--- config.mk ---
export PLATFORM = sky130hd
export DESIGN_NAME = regfile_ctrl
export DESIGN_NICKNAME = d
export VERILOG_FILES = /design/src/rtl/regfile_ctrl.sv
export SDC_FILE = /design/constraint.sdc
export NUM_CORES = 1
export LEC_CHECK = 0
export ABC_AREA = 0
export BUFFER_PORTS_ARGS = -buffer_cell sky130_fd_sc_hd__buf_4
export CAP_MARGIN = 20
export CORE_ASPECT_RATIO = 1.75
export CORE_MARGIN = 2
export CORE_UTILIZATION = 40
export CTS_BUF_LIST = sky130_fd_sc_hd__clkbuf_8
export DETAILED_ROUTE_END_ITERATION = 16
export GPL_ROUTABILITY_DRIVEN = 0
export PLACE_DENSITY = 0.71
export SYNTH_ARGS = -nofsm -noshare
export SYNTH_HDL_FRONTEND = slang
export SYNTH_SLANG_ARGS = --single-unit
--- constraint.sdc ---
create_clock -name clk -period 2.62 [get_ports clk]
set_input_delay 0.524 -clock clk [delete_from_list [all_inputs] [get_ports clk]]
set_output_delay 0.524 -clock clk [all_outputs]
set_load 0.03 [all_outputs]
--- src/rtl/regfile_ctrl.sv ---
// Round-robin sequencer for two requesters onto a 1R/1W register file.
// Latency: WRITE 1, READ/MOV 2, ADD 3 cycles from acceptance; no response back-pressure.
module regfile_ctrl #(
  parameter int DW = 8,
  parameter int AW = 2
) (
  input  logic            clk,
  input  logic            reset,
  input  logic [1:0]      req_valid,
  output logic [1:0]      req_ready,
  input  logic [3:0]      req_op,
  input  logic [2*AW-1:0] req_rd,
  input  logic [2*AW-1:0] req_ra,
  input  logic [2*AW-1:0] req_rb,
  input  logic [2*DW-1:0] req_data,
  output logic            rsp_valid,
  output logic            rsp_id,
  output logic [DW-1:0]   rsp_data,
  output logic            rf_we,
  output logic [AW-1:0]   rf_waddr,
  output logic [DW-1:0]   rf_wdata,
  output logic [AW-1:0]   rf_raddr,
  input  logic [DW-1:0]   rf_rdata,
  output logic            busy
);

  typedef enum logic [1:0] {IDLE, RD_A, RD_B, EXEC} state_t;
  typedef enum logic [1:0] {OP_WRITE, OP_READ, OP_MOV, OP_ADD} op_t;

  state_t        state;
  op_t           op;
  logic [AW-1:0] rd, ra, rb;
  logic [DW-1:0] data, opa;
  logic          id;
  logic          last;

  logic          gnt_any, gnt;
  logic [1:0]    sel_op;
  logic [AW-1:0] sel_rd, sel_ra, sel_rb;
  logic [DW-1:0] sel_data;
  logic [DW-1:0] result;
  logic          exec_on;

  // Both valid: the requester not granted last wins; last resets to 1 so requester 0 starts ahead.
  always_comb begin
    gnt_any  = |req_valid;
    gnt      = (req_valid == 2'b11) ? ~last : req_valid[1];
    sel_op   = gnt ? req_op[3:2]           : req_op[1:0];
    sel_rd   = gnt ? req_rd[2*AW-1:AW]     : req_rd[AW-1:0];
    sel_ra   = gnt ? req_ra[2*AW-1:AW]     : req_ra[AW-1:0];
    sel_rb   = gnt ? req_rb[2*AW-1:AW]     : req_rb[AW-1:0];
    sel_data = gnt ? req_data[2*DW-1:DW]   : req_data[DW-1:0];
  end

  assign req_ready = (state == IDLE && gnt_any && !reset) ? (gnt ? 2'b10 : 2'b01) : 2'b00;

  always_comb begin
    case (op)
      OP_WRITE: result = data;
      OP_ADD:   result = opa + rf_rdata;
      default:  result = rf_rdata;
    endcase
  end

  // Outputs are masked while reset is high so an abandoned operation never writes or responds.
  assign exec_on   = (state == EXEC) && !reset;
  assign rf_we     = exec_on && (op != OP_READ);
  assign rf_waddr  = rf_we ? rd : '0;
  assign rf_wdata  = rf_we ? result : '0;
  assign rsp_valid = exec_on;
  assign rsp_id    = exec_on && id;
  assign rsp_data  = exec_on ? result : '0;
  assign rf_raddr  = (state == RD_A) ? ra : (state == RD_B) ? rb : '0;
  assign busy      = (state != IDLE);

  always_ff @(posedge clk) begin
    if (reset) begin
      state <= IDLE;
      last  <= 1'b1;
      op    <= OP_WRITE;
      rd    <= '0;
      ra    <= '0;
      rb    <= '0;
      data  <= '0;
      opa   <= '0;
      id    <= 1'b0;
    end else begin
      case (state)
        IDLE: begin
          if (gnt_any) begin
            op    <= op_t'(sel_op);
            rd    <= sel_rd;
            ra    <= sel_ra;
            rb    <= sel_rb;
            data  <= sel_data;
            id    <= gnt;
            last  <= gnt;
            state <= (op_t'(sel_op) == OP_WRITE) ? EXEC : RD_A;
          end
        end
        RD_A: state <= (op == OP_ADD) ? RD_B : EXEC;
        RD_B: begin
          opa   <= rf_rdata;
          state <= EXEC;
        end
        EXEC: state <= IDLE;
        default: state <= IDLE;
      endcase
    end
  end

endmodule

* Yosys cells after proc, flatten, opt, wreduce, memory -nomap -nowiden
Cells that the tools add are included.
** Cells by class
- Equal/unequal tests :: 7
- Mux-type cells :: 18
- Bitwise operators :: 1
- Reduce and logical (&&, ||, !) cells :: 12
- Add/subtract/negate cells :: 1
** Operator list (count)
- $mux 8 :: 3
- $mux 2 :: 11
- $pmux 8 s2 :: 1
- $add 8x8->8 :: 1
- $eq 2x2->1 const B :: 4
- $pmux 2 s4 :: 1
- $logic_not 2->1 :: 3
- $logic_and 1x1->1 :: 5
- $eq 2x1->1 const B :: 1
- $mux 1 :: 2
- $ne 2x1->1 const B :: 1
- $ne 2x2->1 const B :: 1
- $reduce_and 2->1 :: 1
- $reduce_bool 2->1 :: 1
- $reduce_or 2->1 :: 1
- $logic_not 1->1 :: 1
- $not 1->1 :: 1
** Storage, ports and cells
- Input port bits :: 44
- Bits in registers :: 28

* Logic depth before layout (Yosys ltp)
Gate-level depths: netlist (run 1).
- Word-level depth :: 7
- Mapped depth :: 7

* Least setup slack after synthesis (run 1)
No wires, ideal clock.
- Path kind :: input to output
- From :: in rf_rdata[0]
- To :: out rf_wdata[6]
- Slack :: -0.668 ns
- Cell stages on the path :: 7
- Data required time :: 2.096 ns
- Data arrival time :: 2.764 ns
- Buffers on the path :: 0
- Cell sequence :: ha_1 > fa_1 > a21o_1 > a221oi_2 > xnor2_1 > a31oi_1 > nor4_1
** On the way
- Word-level cells in the longest chain between the ends :: 3
** Ends and longest elaborated chain
- start, declared :: line 23 : input logic [DW-1:0] rf_rdata,
- $add 8x8->8 :: line 60 : OP_ADD: result = opa + rf_rdata;
- $pmux 8 s2 :: line 58 : case (op)
- $mux 8 :: line 69 : assign rf_wdata = rf_we ? result : '0;
- end, declared :: line 21 : output logic [DW-1:0] rf_wdata,
No other way between the ends.

* Final worst setup path (run 1)
Same ends and word-level chain as after synthesis.

==> metrics list, run 1 <==
- Largest net degree at the start of global routing: 33
- From synthesis to final layout, the design area changed by 46.4%.
- Core box area: around 4400 sq um
- Global routing usage on met2: 0.384
- In the final routed layout, each cell accounts on average for 13.6 um.
- Setup slack on the worst reg-to-reg path comes out at ~0.93 ns.
* Chain of cells forming the critical path: buf_6 -> ha_4 -> fa_2 -> a21o_1 -> a221oi_2 -> xnor2_1 -> a31oi_2 -> nor4_4 -> buf_6
* Slowest cell on crit path: sky130_fd_sc_hd__fa_2
- Based on the critical path, the design can be clocked at up to roughly 360 MHz.
- Critical path data required time: ~2.1 ns
- Maximum fanout encountered on the critical timing path: 3
- Synthesized instance count: approximately 230
* Layer with the highest usage after global routing: met2
- DRC Markers: 0
- Adding up every negative setup slack in the final design gives -0.956 ns.
- Leak pwr: roughly 1.2 nW
- Clock skew on the completed layout was measured at approximately 0.0057 ns.
- Yosys printed 0 warnings.
- Kind of launch point of the worst setup path: input port
* Total CTS buffers: 3
- The run finished, with violations left.
* Number of antenna violations at the first check in global routing: 0
- Clock transition time at the flip-flop clock pins of the worst setup and hold paths: roughly 0.09 ns
- Final Worst Setup Slack: -0.191 ns
* WHS: about 0.46 ns
- The first routing iteration left 28 violations.
* Number of vias per cell: ~5.3
* Min Tclk post-route: 2.81 ns
* Final count of pins violating max slew: 0
- Critical path class: in2out
- For this run, the post-layout net count is 370.
- The floorplan step set the die height to ~94 um.
- Port bufs: 69
* Post-detailed-route count of antenna-violating nets: 0
- Wire length of the first global-routing pass: ~8100 um
* Clk Latency, worst-skew pair: roughly 0.28 ns
- In this run the core area contains 32 standard-cell rows.
- Of the synthesized area, sequential elements account for 0.300.
- Final Routed Wirelength: 4910 um
- Total grt overflow: 0
- Path class of the lowest-slack min-delay path: reg2reg
* Pwr/cell area: between 800 and 900 nW/um^2
* Total placed cells including tap cells: 352
* Hold Path Sink: id
- The tree built by TritonCTS fans out to 28 sinks.
* Boundary pin count: 70
- The largest single stage delay on the critical path is 0.34 ns.
* Die outline area: roughly 5300 sq um
- Ratio of final minimum period to clock period: 1.07
- Most used cells in the layout excluding fill and tap cells: sky130_fd_sc_hd__buf_4 (89), sky130_fd_sc_hd__nor2_1 (36), sky130_fd_sc_hd__dfxtp_1 (27)
* Total vias in the final route: around 1900
- The longest clock path from root to sink contains 2 buffers.
* Max-capacitance violation count: 0
- The worst hold path was traced through 2 stages.
* Endpoint of the lowest-slack register-to-register path: data[3]
- Mapped Avg Cell Area: around 8 sq um
* Mapped cell area: approximately 1900 sq um
- Leaving out fill and tap cells, the most frequent cell in the layout is sky130_fd_sc_hd__buf_4.
- The finished layout holds 360 standard cells, fillers aside.
- Most used cell along the critical path: sky130_fd_sc_hd__buf_6
- Router iterations before antenna repair: 4
- Vias in the first global route: 1853
- Worst r2r src: state[0]
- For met1 alone, demand over resource in global routing was 0.199.
- Setup violators final: 10
- CTS HTree Levels: 1
- Number of synthesized register bits: 28
* Power consumption: 0.00242 W
- The final reports fail on negative setup slack.
* Length in cells of the worst reg-to-reg path: 7
* Initial cell density of the core: 0.421
- Endpoint kind of the worst setup timing path: output pin
- CTS placed an instance of sky130_fd_sc_hd__clkbuf_8 at the clock tree root.
- In this run, distinct cell masters in the synthesized netlist total 36.
- Layout cell share with drive strength beyond 1: 0.379
- Global routing usage summed across all routing layers: 0.193
* Global-route met3 utilization: 0.0247
- Synthesis produced a netlist with a net count of 287.
- Setup repair after global routing could not meet its margin everywhere.
* CTS tree: yes
* Width of the die: 55.7 um
- CP Data Arrival Time: about 2.3 ns
- Actual transition at the worst max-transition pin: 0.570 ns
- Worst min-delay path startpoint: id
- Measured against its own limit, the worst slew margin works out to 0.620.
* Final hold violations: 0
- The worst-case IR drop observed on VDD is 0.000649 V.
- Count of inserted antenna diode cells: 0
- HPWL after detailed placement: between 3000 and 4000 um
through the flow:
stage / utilization / cell area [sq um] / setup slack (ns)
floorplan: - / 1930 / -0.151
global placement: 0.583 / 2590 / -0.321
detailed placement: 0.583 / 2590 / -0.349
CTS: 0.607 / 2700 / -0.189
global route: 0.616 / 2740 / -0.278
finish: 0.616 / 2740 / -0.191
registers in the layout (all words and copies together) (netlist names):
| signal | count |
|---|---|
| last | 1 |
| state | 2 |
| op | 2 |
| rb | 2 |
| ra | 2 |
| opa | 8 |
| rd | 2 |
| id | 1 |
| data | 8 |
where the power goes:
group | switching (W) | total [W] | internal, W
clock network | 0.000135 | 0.000269 | 0.000135
logic | 0.000851 | 0.00148 | 0.000625
registers | 0.0000978 | 0.000671 | 0.000573
worst max path at each step:
stage / start / to / slack, ns / depth (start not counted)
6_report: rf_rdata[0] / rf_wdata[6] / -0.19 / 9
2_1_floorplan: rf_rdata[0] / rf_wdata[6] / -0.15 / 7
5_1_grt: opa[0] / rf_wdata[6] / -0.28 / 8
4_1_cts: opa[0] / rf_wdata[6] / -0.19 / 8
3_5_place_dp: rf_rdata[0] / rf_wdata[6] / -0.35 / 9
3_3_place_gp: rf_rdata[0] / rf_wdata[6] / -0.32 / 9
what timing repair did:
action | CTS | global route
endpoints found under the setup margin | 7 | 12
buffers inserted | 2 | 2
pin swaps | 12 | 3
resized for setup | 10 | 6
hold buffers | 0 | 0
layout make-up:
| cell class | count | area (sq um) |
|---|---|---|
| tap | 51 | 63.8 |
| fill | 396 | 1710 |
| inverter | 8 | 30.0 |
| timing repair buffer | 92 | 702 |
| sequential | 28 | 562 |
| clock buffer | 4 | 55.1 |
| multi-input combinational | 177 | 1330 |
worst max-delay path: cells and delay by family:
kind	cells	cell delay (ns)
AND/OR/NAND/NOR	1	0.19
adder cells (fa/ha/maj)	2	0.49
XOR/XNOR	1	0.17
AO/OA/AOI/OAI	3	0.64
buffers and inverters	2	0.27
cells by family (layout without fill, tap and decap cells):
logic type | count (synthesis) | after routing | synth area share
muxes | 24 | 24 | 0.128
DFF | 28 | 28 | 0.300
xor gates and xnor gates | 6 | 6 | 0.0281
AOI/OAI and AO/OA | 56 | 56 | 0.205
and+or+nand+nor | 75 | 75 | 0.177
adders and majority gates | 16 | 16 | 0.111
buffers and inverters | 22 | 104 | 0.0508
layer usage:
| metal | up-vias | share of wire | wire length (um) |
|---|---|---|---|
| met1 | 870 | 0.38 | 1880 |
| met2 | 54 | 0.55 | 2690 |
| met3 | 9 | 0.048 | 237 |
| met4 | 0 | 0.022 | 106 |
| met5 | - | 0 | 0 |
| li1 | 986 | - | - |
synth_stat cells (all sizes together):
library cell | instances | area, sq um
a211oi | 17 | 128
o21ai | 11 | 55.1
a31oi | 3 | 18.8
clkbuf | 8 | 30.0
a21boi | 1 | 7.51
fa | 1 | 20.0
a221o | 3 | 30.0
o22ai | 1 | 6.26
nor3 | 10 | 50.1
a21o | 2 | 15.0
nand3 | 2 | 10.0
nor4b | 1 | 8.76
a221oi | 4 | 41.3
o211ai | 2 | 15.0
nand2 | 15 | 56.3
dfxtp | 28 | 561
and3 | 2 | 13.8
o311ai | 1 | 8.76
xor2 | 2 | 17.5
xnor2 | 4 | 35.0
nor4 | 2 | 12.5
mux2i | 24 | 240
or3 | 1 | 6.26
nand2b | 1 | 6.26
inv | 8 | 30.0
ha | 15 | 188
nor2 | 37 | 141
buf | 6 | 35.0
and2 | 3 | 18.8
a211o | 1 | 8.76
or2 | 1 | 6.26
a21oi | 10 | 50.1
Power figures use the tool's default switching activity.
==> inputs of run 2 (changes only) <==
--- a/config.mk
+++ b/config.mk
@@ -7,5 +7,5 @@
 export LEC_CHECK = 0
 export ABC_AREA = 0
-export BUFFER_PORTS_ARGS = -buffer_cell sky130_fd_sc_hd__buf_4
+export BUFFER_PORTS_ARGS = -buffer_cell sky130_fd_sc_hd__buf_2
 export CAP_MARGIN = 20
 export CORE_ASPECT_RATIO = 1.75
@@ -15,5 +15,5 @@
 export DETAILED_ROUTE_END_ITERATION = 16
 export GPL_ROUTABILITY_DRIVEN = 0
-export PLACE_DENSITY = 0.71
+export PLACE_DENSITY = 0.74
 export SYNTH_ARGS = -nofsm -noshare
 export SYNTH_HDL_FRONTEND = slang
==> constraint.sdc (replaced) <==
create_clock -name clk -period 2.34 [get_ports clk]
set_input_delay 0.117 -clock clk [delete_from_list [all_inputs] [get_ports clk]]
set_output_delay 0.117 -clock clk [all_outputs]
set_load 0.03 [all_outputs]
==> run 2 against run 1 <==
The flow still finishes with violations (negative setup slack). Die area did not move. Worst setup slack better by 0.18 ns. Largest cell class unchanged. First-iteration DRC count increased by 43%. Core utilization is 7.9 points lower. Clock power grew 8.9%. Highest routed layer unchanged. Cell area down 13%. Clock skew hardly changed.
==> metrics list, run 2 (synthesis results as in run 1) <==
- Result of the run: complete, but fails checks
- The final reports fail on negative setup slack.
- After clock tree synthesis, the clock-pin slew on the worst setup and hold paths is ~0.09 ns.
- Once routing completed, OpenROAD measured the worst setup slack at -0.0145 ns.
* Die outline area: around 5300 sq um
- STA classifies the critical path endpoint as an output pin.
- Entering global routing, the biggest net connects 31 pins.
* Final hold violations: 0
- Wire length of the first global-routing pass: 7420 um
* Number of antenna violations at the first check in global routing: 0
* Relative slew margins: 0.705
- Die boundary height: about 94 um
- Setup violations remaining at the end of the flow were counted as 1.
* Critical path data required time: approximately 2.2 ns
- Router iterations before antenna repair: 4
* Post-detailed-route count of antenna-violating nets: 0
- Max-capacitance violation count: 0
- Clock skew on the completed layout was measured at 0.00612 ns.
* Flop-to-flop setup slack: about 0.49 ns
- Summing internal, switching and leakage power gives ~0.0025 W.
- Final count of pins violating max slew: 0
- Max stage delay on crit path: ~0.34 ns
- The endpoint identified for the worst register-to-register timing path is data[3].
* CTS HTree Levels: 1
- Number of vias per cell: 5.49
* Chain of cells forming the critical path: ha_4 -> fa_2 -> a21o_1 -> a221oi_2 -> xnor2_1 -> a31oi_2 -> nor3_2 -> buf_4
* Layout cell share with drive strength beyond 1: 0.325
- The worst-case IR drop observed on VDD is between 0.0006 and 0.0007 V.
- Final Routed Wirelength: between 4000 and 5000 um
- Path class of the lowest-slack min-delay path: in2reg
- DRC violation total after the first TritonRoute iteration: 40
- DRC Markers: 0
- Port bufs: ~70
- Summed over all layers, the global routing overflow is 0.
* Clk Latency, worst-skew pair: around 0.27 ns
- Ratio of final minimum period to clock period: 1.01
- Worst hold stages: 3
* CP startpoint: opa[0]
- Kind of launch point of the worst setup path: flip-flop
* Maximum fanout encountered on the critical timing path: 2
- CTS tree: yes
- The final layout contains approximately 360 nets.
- Boundary pin count: 70
* Most used cells in the layout excluding fill and tap cells: sky130_fd_sc_hd__buf_2 (67), sky130_fd_sc_hd__nor2_1 (36), sky130_fd_sc_hd__dfxtp_1 (27)
- Critical path class: reg2out
- Clock tree synthesis inserted a total of 3 buffers.
- Total vias in the final route: ~1900
- Hold Path Sink: opa[2]
- The worst hold path begins at rf_rdata[2].
- Number of rows created at floorplan: 32
- Timing analysis after detailed placement gives a worst setup slack of 0.117 ns.
* P&R area growth vs syn: 27.6%
- Most common library cell in the layout ignoring fill and taps: sky130_fd_sc_hd__buf_2
- Global routing usage summed across all routing layers: 0.173
* Number of sinks driven by the clock tree: 28
- Registers with the most flip-flops: data x8, opa x8
* Slowest cell on crit path: sky130_fd_sc_hd__dfxtp_2
* Worst r2r src: state[0]
- Length in cells of the worst reg-to-reg path: 7
- Count of inserted antenna diode cells: 0
- Actual transition at the worst max-transition pin: 0.443 ns
- For the finished layout, the period the worst path requires is approximately 2.4 ns.
* Longest Clk Path Bufs: 2
- The via count of the first global-routing pass is ~1700.
* Pwr/cell area: approximately 1000 nW/um^2
- Width of the die: roughly 56 um
- After detailed routing, the average wire length per cell comes to approximately 13 um.
- In this run the static leakage power is 1.12 nW.
- HPWL after detailed placement: between 3000 and 4000 um
- Setup repair after global routing could not meet its margin everywhere.
- Buffer cell driving the clock tree root: sky130_fd_sc_hd__clkbuf_8
- Achievable frequency: roughly 420 MHz
- Core box area: approximately 4400 sq um
- CP Data Arrival Time: 2.24 ns
* Initial cell density of the core: 0.421
run 2: cell count changes in the layout (fill, tap and decap cells not counted), moves of 2 or more:
cell / previous run / this run
sky130_fd_sc_hd__buf_4: 89 / 11
sky130_fd_sc_hd__a21oi_1: 6 / 9
sky130_fd_sc_hd__buf_6: 3 / 0
sky130_fd_sc_hd__o21ai_1: 2 / 0
sky130_fd_sc_hd__o21ai_0: 8 / 11
sky130_fd_sc_hd__buf_2: 0 / 67
sky130_fd_sc_hd__a21oi_2: 3 / 1
run 2: report_power, final:
part / total (W) / internal, W / switching (W)
sequential: 0.000748 / 0.000642 / 0.000106
combinational: 0.00146 / 0.000578 / 0.000882
clock: 0.000293 / 0.000150 / 0.000143
run 2: what timing repair did:
item                       CTS  global route
setup endpoints to repair    4             6
gates resized for setup      5             5
pin swaps                    6             1
buffers inserted             0             2
hold buffers                 0             0
run 2: worst max-delay path by stage:
stage | to | slack (ns)
final | rsp_data[6] | -0.01
after global routing | rf_wdata[6] | -0.13
after CTS | rf_wdata[6] | -0.007
after detailed placement | rf_wdata[6] | 0.12
after global placement | rf_wdata[6] | 0.14
after floorplan | rf_wdata[6] | 0.01
run 2: routing by layer:
layer | wire length [um] | GRT usage
met3 | 218 | 0.0123
met5 | 0 | 0
met4 | 199 | 0.110
met2 | 2430 | 0.317
met1 | 1780 | 0.191
run 2: per-stage QoR:
step / setup TNS (ns) / cell area [sq um] / instances / util / hold slack (ns)
after global placement: 0 / 2280 / 340 / 0.514 / 0.392
after floorplan: 0 / 1880 / 227 / - / 0.264
final: -0.0145 / 2390 / 346 / 0.537 / 0.120
after CTS: -0.00720 / 2350 / 344 / 0.530 / 0.120
after global routing: -0.369 / 2390 / 346 / 0.537 / 0.137
after detailed placement: 0 / 2280 / 340 / 0.514 / 0.402
run 2: layout make-up:
type | count | area, sq um
Timing Repair Buffer | 78 | 418
Sequential cell | 28 | 562
Tap cell | 51 | 63.8
Fill cell | 430 | 2060
Clock buffer | 4 | 55.1
Inverter | 8 | 30.0
Multi-Input combinational cell | 177 | 1260
run 2: worst max-delay path: cells and delay by family (launching register included):
kind / cells / cell delay (ns)
DFF: 1 / 0.34
xor gates and xnor gates: 1 / 0.16
adders and majority gates: 2 / 0.49
AOI/OAI and AO/OA: 3 / 0.58
buffers and inverters: 1 / 0.18
and+or+nand+nor: 1 / 0.21
